## config.mk

```make
export PLATFORM = sky130hd
export DESIGN_NAME = decode_pipe
export DESIGN_NICKNAME = d
export VERILOG_FILES = /design/src/rtl/decode_pipe.sv
export SDC_FILE = /design/constraint.sdc
export NUM_CORES = 1
export LEC_CHECK = 0
export CAP_MARGIN = 20
export CORE_MARGIN = 4
export CORE_UTILIZATION = 50
export DETAILED_ROUTE_END_ITERATION = 8
export DONT_BUFFER_PORTS = 1
export SETUP_SLACK_MARGIN = 0.2
export SYNTH_ARGS = -nofsm -noshare
export SYNTH_HDL_FRONTEND = slang
export SYNTH_SLANG_ARGS = --single-unit
```

## constraint.sdc

```tcl
create_clock -name clk -period 3.4 [get_ports clk]
set_clock_uncertainty 0.15 [all_clocks]
set_input_delay 0.68 -clock clk [delete_from_list [all_inputs] [get_ports clk]]
set_output_delay 0.68 -clock clk [all_outputs]
set_load 0.02 [all_outputs]
```

## src/rtl/decode_pipe.sv

```systemverilog
// rtl/decode_pipe.sv - MIPS decode stage with ID/EX register, load-use interlock, flush and hold.
// Optional macro DECODE_BNE_EN enables opcode 05 (BNE); otherwise it decodes as illegal.
module decode_pipe #(
  parameter int DWIDTH  = 32,
  parameter int RID_W   = 5,
  parameter int JADDR_W = DWIDTH - 6
) (
  input  logic               clk,
  input  logic               rst_n,
  input  logic               in_valid,
  output logic               in_ready,
  input  logic [DWIDTH-1:0]  instr,
  input  logic [DWIDTH-1:0]  in_pc,
  input  logic               flush,
  input  logic               ex_stall,
  output logic               ex_valid,
  output logic [DWIDTH-1:0]  ex_pc,
  output logic [2:0]         jump_type,
  output logic [JADDR_W-1:0] jump_addr,
  output logic [3:0]         op,
  output logic               ssel,
  output logic [DWIDTH-1:0]  imm,
  output logic [RID_W-1:0]   rs1_id,
  output logic [RID_W-1:0]   rs2_id,
  output logic [RID_W-1:0]   rdst_id,
  output logic               we_regfile,
  output logic               we_dmem,
  output logic               re_dmem,
  output logic               illegal
);

  localparam logic [3:0] OP_ADD = 4'd0, OP_SUB = 4'd1, OP_AND = 4'd2, OP_OR = 4'd3,
                         OP_NOR = 4'd4, OP_SLT = 4'd5, OP_NOT_DEFINED = 4'd15;
  localparam logic [2:0] JT_NOP = 3'd0, JT_J = 3'd1, JT_JAL = 3'd2, JT_JR = 3'd3,
                         JT_BEQ = 3'd4, JT_BNE = 3'd5;

  logic [5:0]       opc, funct;
  logic [RID_W-1:0] rs, rt, rd;
  assign opc   = instr[31:26];
  assign funct = instr[5:0];
  assign rs    = RID_W'(instr[25:21]);
  assign rt    = RID_W'(instr[20:16]);
  assign rd    = RID_W'(instr[15:11]);

  if (DWIDTH > 32) begin : g_hi
    logic unused_hi;
    assign unused_hi = ^instr[DWIDTH-1:32];
  end

  logic [2:0]        d_jt;
  logic [3:0]        d_op;
  logic              d_ssel, d_we, d_wm, d_rm, d_ill, rt_src;
  logic [DWIDTH-1:0] d_imm;
  logic [RID_W-1:0]  d_rdst;

  always_comb begin
    d_jt   = JT_NOP;
    d_op   = OP_NOT_DEFINED;
    d_ssel = 1'b0;
    d_imm  = DWIDTH'($signed(instr[15:0]));
    d_rdst = rd;
    d_we   = 1'b1;
    d_wm   = 1'b0;
    d_rm   = 1'b0;
    d_ill  = 1'b0;
    rt_src = 1'b0;
    case (opc)
      6'h00: begin
        d_ssel = 1'b1;
        d_imm  = '0;
        rt_src = 1'b1;
        case (funct)
          6'h20: d_op = OP_ADD;
          6'h22: d_op = OP_SUB;
          6'h24: d_op = OP_AND;
          6'h25: d_op = OP_OR;
          6'h27: d_op = OP_NOR;
          6'h2A: d_op = OP_SLT;
          6'h08: begin d_jt = JT_JR; d_rdst = '0; end
          default: d_ill = 1'b1;
        endcase
      end
      6'h02: begin d_jt = JT_J; d_we = 1'b0; end
      6'h03: begin d_jt = JT_JAL; d_rdst = '1; d_imm = '0; end
      6'h04: begin d_jt = JT_BEQ; d_op = OP_OR; d_we = 1'b0; d_ssel = 1'b1; rt_src = 1'b1; end
`ifdef DECODE_BNE_EN
      6'h05: begin d_jt = JT_BNE; d_op = OP_OR; d_we = 1'b0; d_ssel = 1'b1; rt_src = 1'b1; end
`endif
      6'h08: begin d_op = OP_ADD; d_rdst = rt; end
      6'h0A: begin d_op = OP_SLT; d_rdst = rt; end
      6'h23: begin d_op = OP_ADD; d_rdst = rt; d_rm = 1'b1; end
      6'h2B: begin d_op = OP_ADD; d_we = 1'b0; d_wm = 1'b1; rt_src = 1'b1; end
      default: d_ill = 1'b1;
    endcase
    if (d_ill) begin
      d_op = OP_NOT_DEFINED;
      d_jt = JT_NOP;
      d_we = 1'b0;
      d_wm = 1'b0;
      d_rm = 1'b0;
    end
  end

  // A load in ID/EX whose target is read by the instruction now in ID must wait one cycle.
  logic hazard;
  assign hazard = ex_valid && re_dmem && (rdst_id != '0) && in_valid &&
                  ((rdst_id == rs) || (rt_src && (rdst_id == rt)));

  assign in_ready = rst_n && (flush || (!ex_stall && !hazard));

  always_ff @(posedge clk) begin
    if (!rst_n) begin
      ex_valid   <= 1'b0;
      ex_pc      <= '0;
      jump_type  <= JT_NOP;
      jump_addr  <= '0;
      op         <= '0;
      ssel       <= 1'b0;
      imm        <= '0;
      rs1_id     <= '0;
      rs2_id     <= '0;
      rdst_id    <= '0;
      we_regfile <= 1'b0;
      we_dmem    <= 1'b0;
      re_dmem    <= 1'b0;
      illegal    <= 1'b0;
    end else if (flush || (!ex_stall && !(in_valid && !hazard))) begin
      // Bubble: only the fields that can cause side effects are cleared.
      ex_valid   <= 1'b0;
      jump_type  <= JT_NOP;
      we_regfile <= 1'b0;
      we_dmem    <= 1'b0;
      re_dmem    <= 1'b0;
      illegal    <= 1'b0;
    end else if (!ex_stall) begin
      ex_valid   <= 1'b1;
      ex_pc      <= in_pc;
      jump_type  <= d_jt;
      jump_addr  <= JADDR_W'(instr[25:0]);
      op         <= d_op;
      ssel       <= d_ssel;
      imm        <= d_imm;
      rs1_id     <= rs;
      rs2_id     <= rt;
      rdst_id    <= d_rdst;
      we_regfile <= d_we;
      we_dmem    <= d_wm;
      re_dmem    <= d_rm;
      illegal    <= d_ill;
    end
  end

endmodule
```

==> metrics.txt <==
setup TNS 0 ns; Final nets 538; insertion delay to the later sink of the worst-skew pair 0.34 ns; number of global-route vias before repair 3007; Mapped Cells 509; Max-cap violations 0; R2R Path Start rdst_id[2]; Clock Pin Slew Worst Setup and Hold Paths 0.08 ns; status finished, final reports clean; CP required 2.57 ns; Worst EP arrival 2.10 ns; fillers 778; minimum clock period 2.93 ns; gr ovfl total 0; CTS hold repair buffers 0; busiest grt layer met2; commonest non-fill, non-tap cell in the layout nand2_1; worst path bufs/invs 1; Post-route DRC 0; sequential share of the synthesized area 44.3%; final WL 9.96 mm; syn_nets 578; commonest non-fill, non-tap cells in the layout nand2_1 (141), dfxtp_1 (91), a21boi_0 (72), a21oi_1 (21); met3 Use GR under 10%; violation count after the first detailed-routing iteration 86; post-CTS setup buffers 0; Post-Syn Area 4160 sq um; first-pass GRT wire length 15.6 mm; Simple-Gate Fraction of Synth Area 22.8%; CTS tree yes; RSZ-0062 raised after global routing no; Die Span X approximately 99 microns; main combinational cell family by area after synthesis simple AND/OR/NAND/NOR gates; die footprint 9840 sq um; share of layout cells above drive strength 1 about 7.6%; r2r setup slk 0.68 ns; CP top delay family simple AND/OR/NAND/NOR gates; # resized after CTS 0; Num CTS Buffers 9; Synth Area in Adders 0%; crit path launch type flop; clk sinks 92; FF+latch count, synth 92; Vias/cell 5.61; Final Hold Vio Count 0; area grow syn2layout 1.60%; Slew Limit Fails 0; FFs w/ async S/R, synth 0%; H-tree depth 3; CTS Root Cell clkbuf_8; Slew @ Worst Pin 0.969 ns; Hold Crit Depth 1; EDFF count, synth 0; largest net degree at the start of global routing slightly above 90; worst hold start ex_stall; Peak Freq 341 MHz; Starting Density 52.7%; final setup vio count 0; leakage power 1.40 nW; worst min-delay path category in2reg; Compound-Gate Fraction of Synth Area 21.1%; Rows 32; WL/cell 17.3 microns; Placed Area 4040 sq um; CP max stage cell or4_1; worst supply voltage drop on vdd 0.000195 V; fin area about 4200 sq um; DP HPWL 6.93 mm; crit-path max FO 5; Tcrit/Tclk final 86.2%; Synth Area in XOR/XNOR about 2.1%; Vias 3224; Tot GR Track Use 19.4%; core footprint 7890 sq um; CP cell instances or4_1, o21ai_2, nor4_1, buf_4, nor3_1, o21a_1; synth unique cells 43; Synthesis Warnings 0; Crit. End Element primary output; power per cell area 477 nW/um^2; met1 Resource Use GR 24.7%; Syn Area/Cell roughly 8 sq um; Port Buffer Count 0; Ant. Diodes 0; IO Pins 188; Max clock buf depth 2; gpl congestion roughly 0.83; final antenna-violating net count 0; die height between 90 and 100 microns; multiplexer area fraction after synthesis less than 1%; Setup CP Type reg2out; 1st-pass router iterations 4; antenna violations before repair 0; Max-slew headroom 35.4%; max incr delay on CP 0.54 ns; ys flop type dfxtp_1; R2R cell count 8; Min-Delay Endpoint ex_valid; routing usage on met2 29.6%; Critical R2R Capture imm[11]
==> kinds of logic after synthesis <==
kind of cell    after synthesis
simple gates                215
compound gates              126
flops                        92
buf+inv                      64
xor+xnor                     10
mux                           2
==> per-stage QoR <==
| stage | total power [mW] | setup WS (ns) | instances | util [%] | hold WS (ns) |
|---|---|---|---|---|---|
| after floorplan | 1.36 | 0.599 | 509 | - | 0.377 |
| after global routing | 2.11 | 0.317 | 575 | 53.5 | 0.263 |
| final | 2.02 | 0.470 | 575 | 53.5 | 0.274 |
| after CTS | 2.05 | 0.433 | 575 | 53.5 | 0.254 |
| after detailed placement | 1.36 | 0.629 | 560 | 51.2 | 0.403 |
| after global placement | 1.35 | 0.643 | 560 | 51.2 | 0.397 |
==> worst max path at each step <==
stage                    start       endpoint  slack, ns  cells after the start
detailed placement   instr[27]  jump_addr[25]       0.63                      7
global route        rdst_id[2]       in_ready       0.32                      6
global placement     instr[27]       in_ready       0.64                      5
floorplan            instr[31]       in_ready       0.60                      6
finish              rdst_id[2]       in_ready       0.47                      6
CTS                 rdst_id[2]       in_ready       0.43                      6
==> layer usage <==
metal | vias to the layer above | wire [microns]
li1 | 1606 | -
met4 | 0 | 81
met5 | - | 0
met2 | 131 | 4500
met1 | 1480 | 4190
met3 | 7 | 1190
==> cell type report <==
class / count / area (sq um) / area share, %
Clock inverter: 5 / 35.0 / 0.830
Timing Repair Buffer: 10 / 113 / 2.67
Sequential cell: 92 / 1850 / 43.7
Clock buffer: 10 / 149 / 3.53
Inverter: 3 / 11.3 / 0.267
Tap cell: 102 / 128 / 3.02
Multi-Input combinational cell: 353 / 1940 / 46.0
==> sequential cells by signal, summed over array words and instances, names as in the netlist <==
name        flops
ex_pc          32
ex_valid        1
illegal         1
imm            16
jump_addr      26
jump_type       3
op              4
rdst_id         5
re_dmem         1
ssel            1
we_dmem         1
we_regfile      1
==> power breakdown <==
part | internal [mW] | switching [mW] | total, mW
combinational | 0.0648 | 0.0723 | 0.137
sequential | 1.11 | 0.0819 | 1.19
clock | 0.308 | 0.377 | 0.685
==> cells in the mapped netlist, types with 2 or more instances <==
library cell	n	area [sq um]
a221oi_1	5	43.8
buf_6	2	22.5
nand4_1	3	18.8
nor3_2	2	20.0
buf_2	16	80.1
xor2_1	3	26.3
nand3_1	18	90.1
nor2_1	18	67.6
a21boi_0	72	541
xnor2_1	7	61.3
buf_4	28	210
dfxtp_1	92	1840
o21ai_0	12	60.1
or3b_2	2	17.5
o21ai_1	2	10.0
nor3b_1	3	22.5
a32oi_1	2	17.5
nor3_1	8	40.0
a21boi_1	3	22.5
and3_1	4	25.0
o22ai_1	2	12.5
nor2b_1	7	43.8
nor4_1	2	12.5
nand2_1	141	529
clkbuf_1	15	56.3
a21oi_1	21	105
inv_1	3	11.3
No activity file was read; power rests on OpenSTA's default activity.
